## src/rtl/atm_session_controller.sv

```systemverilog
// rtl/atm_session_controller.sv - ATM card session sequencer: auth, menu, balance read/modify/write
module atm_session_controller #(
  parameter int          MAX_ATTEMPTS   = 3,
  parameter int          TIMEOUT_CYCLES = 1000,
  parameter logic [15:0] MAX_WITHDRAW   = 16'd1000
) (
  input  logic        clk,
  input  logic        rst,
  input  logic        card_in,
  input  logic [3:0]  acc_num,
  input  logic [15:0] pin,
  input  logic        pin_valid,
  output logic        auth_req,
  input  logic        auth_done,
  input  logic        auth_ok,
  input  logic [2:0]  operation,
  input  logic        op_valid,
  input  logic [15:0] amount,
  output logic        mem_req,
  output logic        mem_we,
  output logic [3:0]  mem_addr,
  output logic [15:0] mem_wdata,
  input  logic [15:0] mem_rdata,
  input  logic        mem_ack,
  output logic        pin_upd,
  output logic [15:0] balance_out,
  output logic        done,
  output logic [1:0]  status,
  output logic        locked,
  output logic [2:0]  current_state
);

  typedef enum logic [2:0] {
    S_IDLE = 3'd0, S_AUTH = 3'd1, S_MENU = 3'd2, S_RD = 3'd3,
    S_EXEC = 3'd4, S_WR = 3'd5, S_DONE = 3'd6, S_LOCKED = 3'd7
  } state_t;

  localparam int AW = $clog2(MAX_ATTEMPTS + 1);
  localparam int CW = $clog2(TIMEOUT_CYCLES + 1);
  localparam logic [AW-1:0] ATT_MAX  = AW'(MAX_ATTEMPTS);
  localparam logic [CW-1:0] CNT_LAST = CW'(TIMEOUT_CYCLES - 1);

  localparam logic [1:0] ST_OK = 2'd0, ST_INSUFF = 2'd1, ST_INVALID = 2'd2, ST_OVERFLOW = 2'd3;

  state_t          state, state_next;
  logic [AW-1:0]   attempts;
  logic [CW-1:0]   idle_cnt;
  logic [2:0]      op_q;
  logic [15:0]     amt_q, bal_q;
  logic            end_q;

  logic            auth_req_d, pin_upd_d, done_d, mem_req_d, mem_we_d;
  logic [3:0]      mem_addr_d;
  logic [15:0]     mem_wdata_d, balance_d;
  logic [1:0]      status_d;

  logic            exec_write;
  logic [1:0]      exec_status;
  logic [15:0]     exec_wdata;
  logic [16:0]     sum17;
  logic            ack_seen, leaving, in_txn;
  state_t          ret_state;

  // The PIN value is consumed by the authenticator directly; nothing here reads it.
  logic unused_pin;
  assign unused_pin = ^pin;

  assign current_state = state;
  assign ack_seen      = mem_req & mem_ack;
  assign in_txn        = (state == S_RD) || (state == S_EXEC) || (state == S_WR) || (state == S_DONE);
  assign leaving       = end_q | ~card_in;
  assign ret_state     = leaving ? S_IDLE : S_MENU;

  // Arithmetic and limit checks for the latched operation against the fetched balance
  always_comb begin
    sum17       = {1'b0, bal_q} + {1'b0, amt_q};
    exec_write  = 1'b0;
    exec_status = ST_OK;
    exec_wdata  = bal_q;
    case (op_q)
      3'd2: begin
        if (amt_q == 16'd0 || amt_q > MAX_WITHDRAW) exec_status = ST_INVALID;
        else if (amt_q > bal_q)                     exec_status = ST_INSUFF;
        else begin
          exec_write = 1'b1;
          exec_wdata = bal_q - amt_q;
        end
      end
      3'd3: begin
        if (amt_q == 16'd0)  exec_status = ST_INVALID;
        else if (sum17[16])  exec_status = ST_OVERFLOW;
        else begin
          exec_write = 1'b1;
          exec_wdata = sum17[15:0];
        end
      end
      default: ;
    endcase
  end

  // State register
  always_ff @(posedge clk) begin
    if (rst) state <= S_IDLE;
    else     state <= state_next;
  end

  // Next-state selection
  always_comb begin
    state_next = state;
    case (state)
      S_IDLE:   if (card_in && pin_valid && acc_num <= 4'd9) state_next = S_AUTH;
      S_AUTH: begin
        if (!card_in)      state_next = S_IDLE;
        else if (auth_done) begin
          if (auth_ok)                             state_next = S_MENU;
          else if (attempts + AW'(1) >= ATT_MAX)   state_next = S_LOCKED;
          else                                     state_next = S_IDLE;
        end
      end
      S_MENU: begin
        if (!card_in) state_next = S_IDLE;
        else if (op_valid) begin
          case (operation)
            3'd1, 3'd2, 3'd3: state_next = S_RD;
            3'd5:             state_next = S_IDLE;
            default:          state_next = S_MENU;
          endcase
        end
        else if (idle_cnt == CNT_LAST) state_next = S_IDLE;
      end
      S_RD:     if (ack_seen) state_next = S_EXEC;
      S_EXEC:   state_next = exec_write ? S_WR : ret_state;
      S_WR:     if (ack_seen) state_next = S_DONE;
      S_DONE:   state_next = ret_state;
      S_LOCKED: if (!card_in) state_next = S_IDLE;
      default:  state_next = S_IDLE;
    endcase
  end

  // Next values of the registered outputs; strobes default low, the rest hold
  always_comb begin
    auth_req_d  = 1'b0;
    pin_upd_d   = 1'b0;
    done_d      = 1'b0;
    status_d    = status;
    mem_req_d   = mem_req;
    mem_we_d    = mem_we;
    mem_addr_d  = mem_addr;
    mem_wdata_d = mem_wdata;
    balance_d   = balance_out;
    case (state)
      S_IDLE: begin
        if (card_in && pin_valid) begin
          if (acc_num > 4'd9) begin
            done_d   = 1'b1;
            status_d = ST_INVALID;
          end else begin
            auth_req_d = 1'b1;
            mem_addr_d = acc_num;
          end
        end
      end
      S_MENU: begin
        if (card_in && op_valid) begin
          case (operation)
            3'd1, 3'd2, 3'd3: begin
              mem_req_d = 1'b1;
              mem_we_d  = 1'b0;
            end
            3'd4: begin
              pin_upd_d = 1'b1;
              done_d    = 1'b1;
              status_d  = ST_OK;
            end
            3'd5: ;
            default: begin
              done_d   = 1'b1;
              status_d = ST_INVALID;
            end
          endcase
        end
      end
      S_RD: if (ack_seen) mem_req_d = 1'b0;
      S_EXEC: begin
        if (exec_write) begin
          mem_req_d   = 1'b1;
          mem_we_d    = 1'b1;
          mem_wdata_d = exec_wdata;
        end else begin
          done_d   = 1'b1;
          status_d = exec_status;
          if (op_q == 3'd1) balance_d = bal_q;
        end
      end
      S_WR: begin
        if (ack_seen) begin
          mem_req_d = 1'b0;
          mem_we_d  = 1'b0;
          balance_d = mem_wdata;
        end
      end
      S_DONE: begin
        done_d   = 1'b1;
        status_d = ST_OK;
      end
      default: ;
    endcase
  end

  // Output registers plus session bookkeeping (attempts, idle timer, latched operation)
  always_ff @(posedge clk) begin
    if (rst) begin
      auth_req <= 1'b0; pin_upd <= 1'b0; done <= 1'b0; status <= ST_OK;
      mem_req <= 1'b0; mem_we <= 1'b0; mem_addr <= 4'd0; mem_wdata <= 16'd0;
      balance_out <= 16'd0; locked <= 1'b0; attempts <= '0; idle_cnt <= '0;
      op_q <= 3'd0; amt_q <= 16'd0; bal_q <= 16'd0; end_q <= 1'b0;
    end else begin
      auth_req    <= auth_req_d;
      pin_upd     <= pin_upd_d;
      done        <= done_d;
      status      <= status_d;
      mem_req     <= mem_req_d;
      mem_we      <= mem_we_d;
      mem_addr    <= mem_addr_d;
      mem_wdata   <= mem_wdata_d;
      balance_out <= balance_d;
      locked      <= (state_next == S_LOCKED);
      if (state == S_AUTH && card_in && auth_done)
        attempts <= auth_ok ? '0 : attempts + AW'(1);
      else if (state == S_LOCKED && !card_in)
        attempts <= '0;
      idle_cnt <= (state == S_MENU && !op_valid) ? idle_cnt + CW'(1) : '0;
      if (state == S_MENU && card_in && op_valid) begin
        op_q  <= operation;
        amt_q <= amount;
      end
      if (state == S_RD && ack_seen) bal_q <= mem_rdata;
      // Card pulled mid-transaction: finish the transaction, then end the session
      end_q <= in_txn && leaving;
    end
  end

endmodule

```

## config.mk

```make
export PLATFORM = sky130hd
export DESIGN_NAME = atm_session_controller
export DESIGN_NICKNAME = d
export VERILOG_FILES = /design/src/rtl/atm_session_controller.sv
export SDC_FILE = /design/constraint.sdc
export NUM_CORES = 1
export LEC_CHECK = 0
export BUFFER_PORTS_ARGS = -buffer_cell sky130_fd_sc_hd__clkbuf_2
export CAP_MARGIN = 0
export CORE_ASPECT_RATIO = 1.25
export CORE_MARGIN = 1
export CORE_UTILIZATION = 58
export CTS_BUF_LIST = sky130_fd_sc_hd__clkbuf_8
export DETAILED_ROUTE_END_ITERATION = 10
export GPL_ROUTABILITY_DRIVEN = 0
export PLACE_DENSITY = 0.83
export SLEW_MARGIN = 20
export SYNTH_ARGS = -nofsm -noshare
export SYNTH_HDL_FRONTEND = slang
export SYNTH_SLANG_ARGS = --single-unit
```

## constraint.sdc

```tcl
create_clock -name clk -period 3.8 [get_ports clk]
set_input_delay 0.38 -clock clk [delete_from_list [all_inputs] [get_ports clk]]
set_output_delay 0.38 -clock clk [all_outputs]
set_load 0.05 [all_outputs]
```

==> run summary, run 1 <==
status = completed
Min Hold Slack = 0.2158 ns
CP Capture Type = register
CP required = 4.11 ns
n_diodes = 0
Async SR Flop Fraction = 0
Top FF cell, synth = dfxtp_1
clock-pin transition on the worst setup and hold timing paths = 0.10 ns
Min-Delay Startpoint = amount[8]
slowest cell on the critical path = nor2_1
hold path endpoint = amt_q[8]$_SDFFE_PP0P_
IO Port Bufs = 93
actual transition at the worst max-transition pin = 0.9919 ns
Synth Warn # = 0
Register-to-Register Path Depth = 10
R2R Path Start = amt_q[0]$_SDFFE_PP0P_
CTS max path bufs = 2
vias in the first global route = 5414
Rows = 40
RSZ-0062 raised after global routing = no
drt wl/cell = 16.11 µm
clock net sink count = 95
largest net degree at the start of global routing = 50
CP max FO = 11
relative slew slack = 0.3387
die area = 10390 µm²
post-CTS sizing = 0
clock root cell = clkbuf_8
clock latency on the worst-skew pair = 0.38 ns
Syn Nets = 818
# setup viols final = 0
FF+latch count, synth = 95
fraction of the cycle the final worst path needs = 0.8840
I/O pin cnt = 110
CTS hold repair buffers = 0
Syn Inst Count = 719
CTS H-tree lvls = 3
DR vias/cell = 6.048
DP HPWL = 11420 µm
DRT iter0 DRCs = 279
Setup crit start = amt_q[0]$_SDFFE_PP0P_
Fin Setup TNS = 0 ns
most frequent cells in the layout = nand2_1, dfxtp_1, clkbuf_2, a21oi_1, nor2_1
register area = 1902 µm²
hold path depth = 3
die width = 91.36 µm
clk_skew = 0.01341 ns
Cell Pwr Density = 271.1 nW/µm²
sequential fraction of the synthesis area = 0.3285
Final #Nets = 886
Avg Inst Size Synth = 8.052 µm²
Routed WL = 14770 µm
antenna-violating nets left = 0
TritonCTS clock tree = done
Post-Syn Area = 5789 µm²
most common cell after layout, fill and taps aside = nand2_1
core area = 9659 µm²
Hold Vio Cnt, Final = 0
startpoint types = register
DR DRC count = 0
P&R area growth vs syn = 11.76%
Post-synth EDFFs = 0
postcts setup bufs = 0
Worst path depth = 10
Congestion Overflow GR = 0
vias = 5546
Period minus WS final = 3.359 ns
fill cell total of the finished layout = 835
Hold WC Path Type = input pin to register
family with the most delay on the worst path = compound AO/OA/AOI/OAI gates
RR Endpoint = mem_wdata[0]$_SDFFE_PP0P_
global-route wire length before repair = 24410 µm
reg2reg setup slack = 0.44 ns
area of the multi-input gates = 3591 µm²
Max-Cap Viols = 0
die height = 113.7 µm
final slew viol count = 0
Fmax = 297.7 MHz
initial antenna violation count = 0
gr usage total = 0.2961
crit path buf inv count = 0
max incr delay on CP = 0.49 ns
layout cells sized above 1 = 0.1770
CP cell instances = ha_1 -> fa_1 -> nor2b_1 -> o211ai_2 -> a31oi_1 -> a211o_1 -> nor2_1 -> o21ai_2 -> or3_1 -> a21oi_1
CP Class = register to register
Synth cell types = 81
Initial Util = 0.5994
CP arrival = 3.67 ns
Pleak = 2.692 nW
Max VDD drop = 237.8 µV
TritonCTS Buffers = 9
detailed-router iteration count before antenna repair = 5
==> cell type report <==
cell class              instances  area share
well taps                     126     0.02437
repair buffers                 97     0.07658
multi-input cells             550      0.5550
clock inverters                 5    0.009089
inverters                      34     0.01973
clock buffers                  10     0.02127
flip-flops and latches         95      0.2939
==> where the power goes <==
group	internal (W)	leakage (nW)	switching [W]
Combinational	0.0000298	1.83	0.0000477
Sequential	0.000998	0.765	0.00000352
Clock	0.000318	0.0944	0.000357
==> how the worst max path moves through the flow <==
stage                                      to  slack, ns
floorplan           mem_wdata[2]$_SDFFE_PP0P_       0.92
global placement    mem_wdata[8]$_SDFFE_PP0P_       0.59
detailed placement  mem_wdata[8]$_SDFFE_PP0P_       0.52
CTS                 mem_wdata[8]$_SDFFE_PP0P_       0.49
global route        mem_wdata[8]$_SDFFE_PP0P_       0.30
finish              mem_wdata[0]$_SDFFE_PP0P_       0.44
==> flip-flops by register name, indices dropped and copies added, names as in the netlist, 2 cells and up <==
signal,flops
current_state,3
attempts,2
status,2
op_q,3
amt_q,16
balance_out,16
mem_addr,4
mem_wdata,16
bal_q,16
idle_cnt,10
==> synthesized netlist by cell type, types with 10 or more instances <==
cell type / n / area (µm²)
a211oi_1: 21 / 157.7
a21oi_1: 70 / 350.3
buf_2: 11 / 55.05
clkbuf_1: 24 / 90.09
dfxtp_1: 95 / 1902
ha_1: 34 / 425.4
inv_1: 34 / 127.6
mux2i_1: 25 / 250.2
nand2_1: 100 / 375.4
nand2b_1: 10 / 62.56
nor2_1: 66 / 247.7
nor3_1: 19 / 95.09
o21ai_0: 21 / 105.1
xnor2_1: 19 / 166.4
==> worst register-to-register path, delay by kind of cell, from the launching register on <==
family / cells / cell delay [ns]
and+or+nand+nor: 3 / 1.03
adders and majority gates: 2 / 0.64
AOI/OAI and AO/OA: 5 / 1.27
DFF: 1 / 0.36
==> layer usage <==
| layer | GRT usage | up-vias | wire length (µm) |
|---|---|---|---|
| li1 | - | 2686 | - |
| met4 | 0.2190 | 0 | 1008 |
| met1 | 0.3150 | 2566 | 5658 |
| met3 | 0.04933 | 77 | 716 |
| met5 | 0 | - | 0 |
| met2 | 0.5273 | 217 | 7387 |
==> cells by family (layout without fill, tap and decap cells) <==
group,after synthesis,in the layout,share of synthesized area
mux,26,26,0.04517
compound gates,197,197,0.2319
fa+ha+maj,36,36,0.08040
xor+xnor,24,24,0.03631
buf+inv,74,146,0.05230
simple gates,267,267,0.2254
flops,95,95,0.3285
==> metrics by stage <==
step,area [µm²],util,power (W),cells,worst slack (ns)
final,6470,0.6698,0.001754,917,0.4410
after CTS,6467,0.6696,0.001766,917,0.4947
after floorplan,5789,-,0.001065,719,0.9213
after detailed placement,6271,0.6492,0.001102,902,0.5186
after global routing,6470,0.6698,0.001807,917,0.2976
after global placement,6271,0.6492,0.001101,902,0.5915
No activity file was read; power rests on OpenSTA's default activity.
==> run 2, diff against run 1 <==
--- a/config.mk
+++ b/config.mk
@@ -9,11 +9,11 @@
 export CAP_MARGIN = 0
 export CORE_ASPECT_RATIO = 1.25
 export CORE_MARGIN = 1
-export CORE_UTILIZATION = 58
-export CTS_BUF_LIST = sky130_fd_sc_hd__clkbuf_8
+export CORE_UTILIZATION = 56
+export CTS_BUF_LIST = sky130_fd_sc_hd__clkbuf_16
 export DETAILED_ROUTE_END_ITERATION = 10
 export GPL_ROUTABILITY_DRIVEN = 0
-export PLACE_DENSITY = 0.83
+export PLACE_DENSITY = 0.81
 export SLEW_MARGIN = 20
 export SYNTH_ARGS = -nofsm -noshare
 export SYNTH_HDL_FRONTEND = slang
==> run summary, run 2 (same netlist as run 1, synthesis figures left out) <==
area of the multi-input gates = 3591 µm² (unchanged)
RSZ-0062 raised after global routing = no (unchanged)
DP HPWL = 11730 µm (was 11420 µm)
IO Port Bufs = 93 (unchanged)
vias = 5608 (was 5546)
R2R Path Start = amt_q[0]$_SDFFE_PP0P_ (unchanged)
I/O pin cnt = 110 (unchanged)
Pleak = 2.746 nW (was 2.692 nW)
post-CTS sizing = 0 (unchanged)
antenna-violating nets left = 0 (unchanged)
Fin Setup TNS = 0 ns (unchanged)
most common cell after layout, fill and taps aside = nand2_1 (unchanged)
gr usage total = 0.2951 (was 0.2961)
Hold WC Path Type = input pin to register (unchanged)
CTS max path bufs = 2 (unchanged)
DR DRC count = 0 (unchanged)
Cell Pwr Density = 301.1 nW/µm² (was 271.1 nW/µm²)
Hold Vio Cnt, Final = 0 (unchanged)
reg2reg setup slack = 0.43 ns (was 0.44 ns)
most frequent cells in the layout = nand2_1, dfxtp_1, clkbuf_2, a21oi_1, nor2_1 (unchanged)
clock root cell = clkbuf_16 (was clkbuf_8)
global-route wire length before repair = 24980 µm (was 24410 µm)
DRT iter0 DRCs = 352 (was 279)
CP required = 4.04 ns (was 4.11 ns)
drt wl/cell = 16.56 µm (was 16.11 µm)
status = completed (unchanged)
CP max FO = 18 (was 11)
P&R area growth vs syn = 13.68% (was 11.76%)
Min Hold Slack = 0.2509 ns (was 0.2158 ns)
Initial Util = 0.5758 (was 0.5994)
actual transition at the worst max-transition pin = 1.023 ns (was 0.9919 ns)
Fmax = 297.0 MHz (was 297.7 MHz)
fill cell total of the finished layout = 887 (was 835)
fraction of the cycle the final worst path needs = 0.8862 (was 0.8840)
TritonCTS clock tree = done (unchanged)
Routed WL = 15270 µm (was 14770 µm)
die height = 115.7 µm (was 113.7 µm)
postcts setup bufs = 0 (unchanged)
clock latency on the worst-skew pair = 0.35 ns (was 0.38 ns)
relative slew slack = 0.3181 (was 0.3387)
clock net sink count = 95 (unchanged)
DR vias/cell = 6.082 (was 6.048)
Congestion Overflow GR = 0 (unchanged)
CTS hold repair buffers = 0 (unchanged)
Max-Cap Viols = 0 (unchanged)
die area = 10750 µm² (was 10390 µm²)
RR Endpoint = mem_wdata[8]$_SDFFE_PP0P_ (was mem_wdata[0]$_SDFFE_PP0P_)
layout cells sized above 1 = 0.1778 (was 0.1770)
n_diodes = 0 (unchanged)
Period minus WS final = 3.367 ns (was 3.359 ns)
CP Class = register to register (unchanged)
Final #Nets = 887 (was 886)
Min-Delay Startpoint = mem_rdata[12] (was amount[8])
vias in the first global route = 5463 (was 5414)
register area = 1902 µm² (unchanged)
final slew viol count = 0 (unchanged)
clk_skew = 0.009070 ns (was 0.01341 ns)
Max VDD drop = 234.6 µV (was 237.8 µV)
die width = 92.94 µm (was 91.36 µm)
core area = 10050 µm² (was 9659 µm²)
Rows = 41 (was 40)
TritonCTS Buffers = 9 (unchanged)
hold path endpoint = bal_q[12]$_SDFFE_PP0P_ (was amt_q[8]$_SDFFE_PP0P_)
largest net degree at the start of global routing = 46 (was 50)
initial antenna violation count = 0 (unchanged)
CP Capture Type = register (unchanged)
# setup viols final = 0 (unchanged)
Register-to-Register Path Depth = 10 (unchanged)
hold path depth = 3 (unchanged)
detailed-router iteration count before antenna repair = 6 (was 5)
startpoint types = register (unchanged)
CTS H-tree lvls = 3 (unchanged)
clock-pin transition on the worst setup and hold timing paths = 0.07 ns (was 0.10 ns)
CP arrival = 3.61 ns (was 3.67 ns)
==> run 2: how the worst max path moves through the flow <==
stage / start / to / slack (ns) / cells past startpoint
floorplan: amt_q[0]$_SDFFE_PP0P_ / mem_wdata[2]$_SDFFE_PP0P_ / 0.92 / 10
global placement: amt_q[0]$_SDFFE_PP0P_ / mem_wdata[8]$_SDFFE_PP0P_ / 0.57 / 10
finish: amt_q[0]$_SDFFE_PP0P_ / mem_wdata[8]$_SDFFE_PP0P_ / 0.43 / 10
CTS: amt_q[0]$_SDFFE_PP0P_ / mem_wdata[12]$_SDFFE_PP0P_ / 0.46 / 10
global route: amt_q[0]$_SDFFE_PP0P_ / mem_wdata[8]$_SDFFE_PP0P_ / 0.24 / 10
detailed placement: amt_q[0]$_SDFFE_PP0P_ / mem_wdata[8]$_SDFFE_PP0P_ / 0.48 / 10
==> run 2: metal layers <==
| metal | wire [µm] | vias to the layer above | GRT usage |
|---|---|---|---|
| met4 | 1026 | 0 | 0.2144 |
| met5 | 0 | - | 0 |
| li1 | - | 2687 | - |
| met1 | 5781 | 2629 | 0.3083 |
| met3 | 740 | 75 | 0.04987 |
| met2 | 7723 | 217 | 0.5324 |
==> run 2: report_power, final <==
| part | switching, W | total, W | internal (W) |
|---|---|---|---|
| combinational | 0.0000474 | 0.0000772 | 0.0000298 |
| sequential | 0.00000364 | 0.00100 | 0.000999 |
| clock | 0.000391 | 0.000902 | 0.000511 |
==> run 2: stage by stage <==
step / power (W) / area, µm² / std cells / utilization / setup slack (ns)
final: 0.001981 / 6581 / 922 / 0.6546 / 0.4325
after global routing: 0.002050 / 6581 / 922 / 0.6546 / 0.2379
after CTS: 0.001996 / 6579 / 922 / 0.6543 / 0.4604
after detailed placement: 0.001102 / 6282 / 906 / 0.6248 / 0.4785
after global placement: 0.001100 / 6282 / 906 / 0.6248 / 0.5736
after floorplan: 0.001065 / 5789 / 719 / - / 0.9213
==> run 2: critical path: stages (launching register included) <==
cell and delay [ns]:
dfxtp_1 0.35, ha_1 0.23, fa_1 0.41, nor2b_1 0.17, o211ai_2 0.24, a31oi_1 0.22, a211o_1 0.39, or2_1 0.37
a21oi_4 0.50, nor2_2 0.11, a22o_1 0.27
==> run 2: layout make-up <==
type,instances,area share
Timing Repair Buffer,98,0.07643
Clock buffer,9,0.03422
Clock inverter,7,0.01084
Multi-Input combinational cell,550,0.5456
Tap cell,129,0.02452
Inverter,34,0.01939
Sequential cell,95,0.2890
==> run 3, diff against run 2 <==
--- a/config.mk
+++ b/config.mk
@@ -13,6 +13,7 @@
 export CTS_BUF_LIST = sky130_fd_sc_hd__clkbuf_16
 export DETAILED_ROUTE_END_ITERATION = 10
 export GPL_ROUTABILITY_DRIVEN = 0
+export GPL_TIMING_DRIVEN = 0
 export PLACE_DENSITY = 0.81
 export SLEW_MARGIN = 20
 export SYNTH_ARGS = -nofsm -noshare
==> run summary, run 3 (same netlist as run 1, synthesis figures left out) <==
vias in the first global route = 5613 (was 5463)
CP cell instances = ha_1 -> fa_1 -> nor2b_1 -> o211ai_2 -> a31oi_1 -> a211o_1 -> nor2_1 -> o21ai_2 -> buf_4 -> a221oi_1 -> nor3_2 (was ha_1 -> fa_1 -> nor2b_1 -> o211ai_2 -> a31oi_1 -> a211o_1 -> or2_1 -> a21oi_4 -> nor2_2 -> a22o_1)
Cell Pwr Density = 287.4 nW/µm² (was 301.1 nW/µm²)
detailed-router iteration count before antenna repair = 5 (was 6)
CTS hold repair buffers = 0 (unchanged)
die height = 115.7 µm (unchanged)
highest metal used = met4 (unchanged)
register area = 1902 µm² (unchanged)
CP Class = register to register (unchanged)
drt wl/cell = 16.87 µm (was 16.56 µm)
fill cell total of the finished layout = 904 (was 887)
met2 wire length = 8110 µm (was 7723 µm)
clk_skew = 0.01056 ns (was 0.009070 ns)
Hold Vio Cnt, Final = 0 (unchanged)
DR vias/cell = 6.033 (was 6.082)
hold path depth = 3 (unchanged)
Min Hold Slack = 0.2418 ns (was 0.2509 ns)
crit path buf inv count = 1 (was 0)
Hold WC Path Type = input pin to register (unchanged)
n_diodes = 0 (unchanged)
vias = 5774 (was 5608)
clock net sink count = 95 (unchanged)
die area = 10750 µm² (unchanged)
TritonCTS Buffers = 9 (unchanged)
I/O pin cnt = 110 (unchanged)
Final #Nets = 922 (was 887)
IO Port Bufs = 93 (unchanged)
most common cell after layout, fill and taps aside = nand2_1 (unchanged)
fraction of the cycle the final worst path needs = 0.8805 (was 0.8862)
gr usage total = 0.3125 (was 0.2951)
Fin Setup TNS = 0 ns (unchanged)
initial antenna violation count = 0 (unchanged)
Period minus WS final = 3.346 ns (was 3.367 ns)
DRT iter0 DRCs = 448 (was 352)
# setup viols final = 0 (unchanged)
antenna-violating nets left = 0 (unchanged)
CP Capture Type = register (unchanged)
Fmax = 298.9 MHz (was 297.0 MHz)
final slew viol count = 0 (unchanged)
CP arrival = 3.57 ns (was 3.61 ns)
Congestion Overflow GR = 0 (unchanged)
max incr delay on CP = 0.50 ns (about the same)
routed wl met3 = 913 µm (was 740 µm)
Routed WL = 16150 µm (was 15270 µm)
die width = 92.94 µm (unchanged)
startpoint types = register (unchanged)
relative slew slack = 0.5028 (was 0.3181)
Max-Cap Viols = 0 (unchanged)
Design Power = 0.001923 W (was 0.001981 W)
most frequent cells in the layout = nand2_1, dfxtp_1, clkbuf_2, a21oi_1, nor2_1 (unchanged)
slowest cell on the critical path = nor2_1 (was a21oi_4)
CP required = 4.02 ns (was 4.04 ns)
CTS H-tree lvls = 3 (unchanged)
CTS max path bufs = 2 (unchanged)
postcts setup bufs = 0 (unchanged)
Register-to-Register Path Depth = 11 (was 10)
actual transition at the worst max-transition pin = 0.7364 ns (was 1.023 ns)
global-route wire length before repair = 25940 µm (was 24980 µm)
area of the multi-input gates = 3585 µm² (was 3591 µm²)
TritonCTS clock tree = done (unchanged)
core area = 10050 µm² (unchanged)
CP max FO = 10 (was 18)
Initial Util = 0.5758 (unchanged)
Pleak = 2.778 nW (was 2.746 nW)
RSZ-0062 raised after global routing = no (unchanged)
WL met1 = 6124 µm (was 5781 µm)
clock-pin transition on the worst setup and hold timing paths = 0.07 ns (about the same)
clock latency on the worst-skew pair = 0.35 ns (about the same)
largest net degree at the start of global routing = 17 (was 46)
layout cells sized above 1 = 0.1775 (was 0.1778)
status = completed (unchanged)
DP HPWL = 12730 µm (was 11730 µm)
Worst path depth = 11 (was 10)
DR DRC count = 0 (unchanged)
family with the most delay on the worst path = compound AO/OA/AOI/OAI gates (unchanged)
Max VDD drop = 242.4 µV (was 234.6 µV)
Rows = 41 (unchanged)
clock root cell = clkbuf_16 (unchanged)
post-CTS sizing = 0 (unchanged)
P&R area growth vs syn = 15.56% (was 13.68%)
-- run 3: cell types whose count changed in the layout (fill, tap and decap cells not counted), sizes merged --
cell      before  now
buf            5   16
bufinv         1    0
inv           37   36
clkbuf       102  126
clkinvlp       2    3
clkinv         1    2
-- run 3: path summary, 6_finish.rpt --
path                                             endpoint  slack (ns)                   start
worst max register to register  mem_wdata[2]$_SDFFE_PP0P_        0.45   bal_q[0]$_SDFFE_PP0P_
worst min register to register     idle_cnt[0]$_SDFF_PP0_        0.47  idle_cnt[0]$_SDFF_PP0_
worst min-delay path                bal_q[7]$_SDFFE_PP0P_        0.24            mem_rdata[7]
worst max-delay path            mem_wdata[2]$_SDFFE_PP0P_        0.45   bal_q[0]$_SDFFE_PP0P_
-- run 3: area by class of cell --
type                            instances  share of cell area
Buffer                                 40             0.02618
Clock buffer                            9             0.03366
Clock inverter                          7            0.007294
Inverter                               34             0.01908
Multi-Input combinational cell        550              0.5358
Sequential cell                        95              0.2843
Tap cell                              129             0.02413
Timing Repair Buffer                   93             0.06957
-- run 3: worst reg2reg max path: cells and delay by family, from the launching register on --
kind                     cells  cell delay, ns
buffers and inverters        1            0.20
AND/OR/NAND/NOR              3            0.74
AO/OA/AOI/OAI                5            1.27
flip-flops                   1            0.37
adder cells (fa/ha/maj)      2            0.64
-- run 3: metal layers --
layer | GRT usage | up-vias
met1 | 0.3317 | 2696
li1 | - | 2767
met4 | 0.2164 | 0
met3 | 0.05381 | 76
met2 | 0.5618 | 235
met5 | 0 | -
-- run 3: through the flow --
stage / util / setup slack, ns / std cells / area (µm²)
final: 0.6654 / 0.4540 / 957 / 6690
after global routing: 0.6654 / 0.2810 / 957 / 6690
after CTS: 0.6654 / 0.4955 / 957 / 6690
after detailed placement: 0.6381 / 0.5234 / 941 / 6416
after global placement: 0.6381 / 0.5401 / 941 / 6416
after floorplan: - / 0.9213 / 719 / 5789
-- run 3: where the power goes --
| part | internal [W] | switching (W) | total (W) |
|---|---|---|---|
| combinational | 0.0000313 | 0.0000542 | 0.0000856 |
| sequential | 0.000999 | 0.00000177 | 0.00100 |
| clock | 0.000443 | 0.000394 | 0.000837 |
| total | 0.00147 | 0.000450 | 0.00192 |
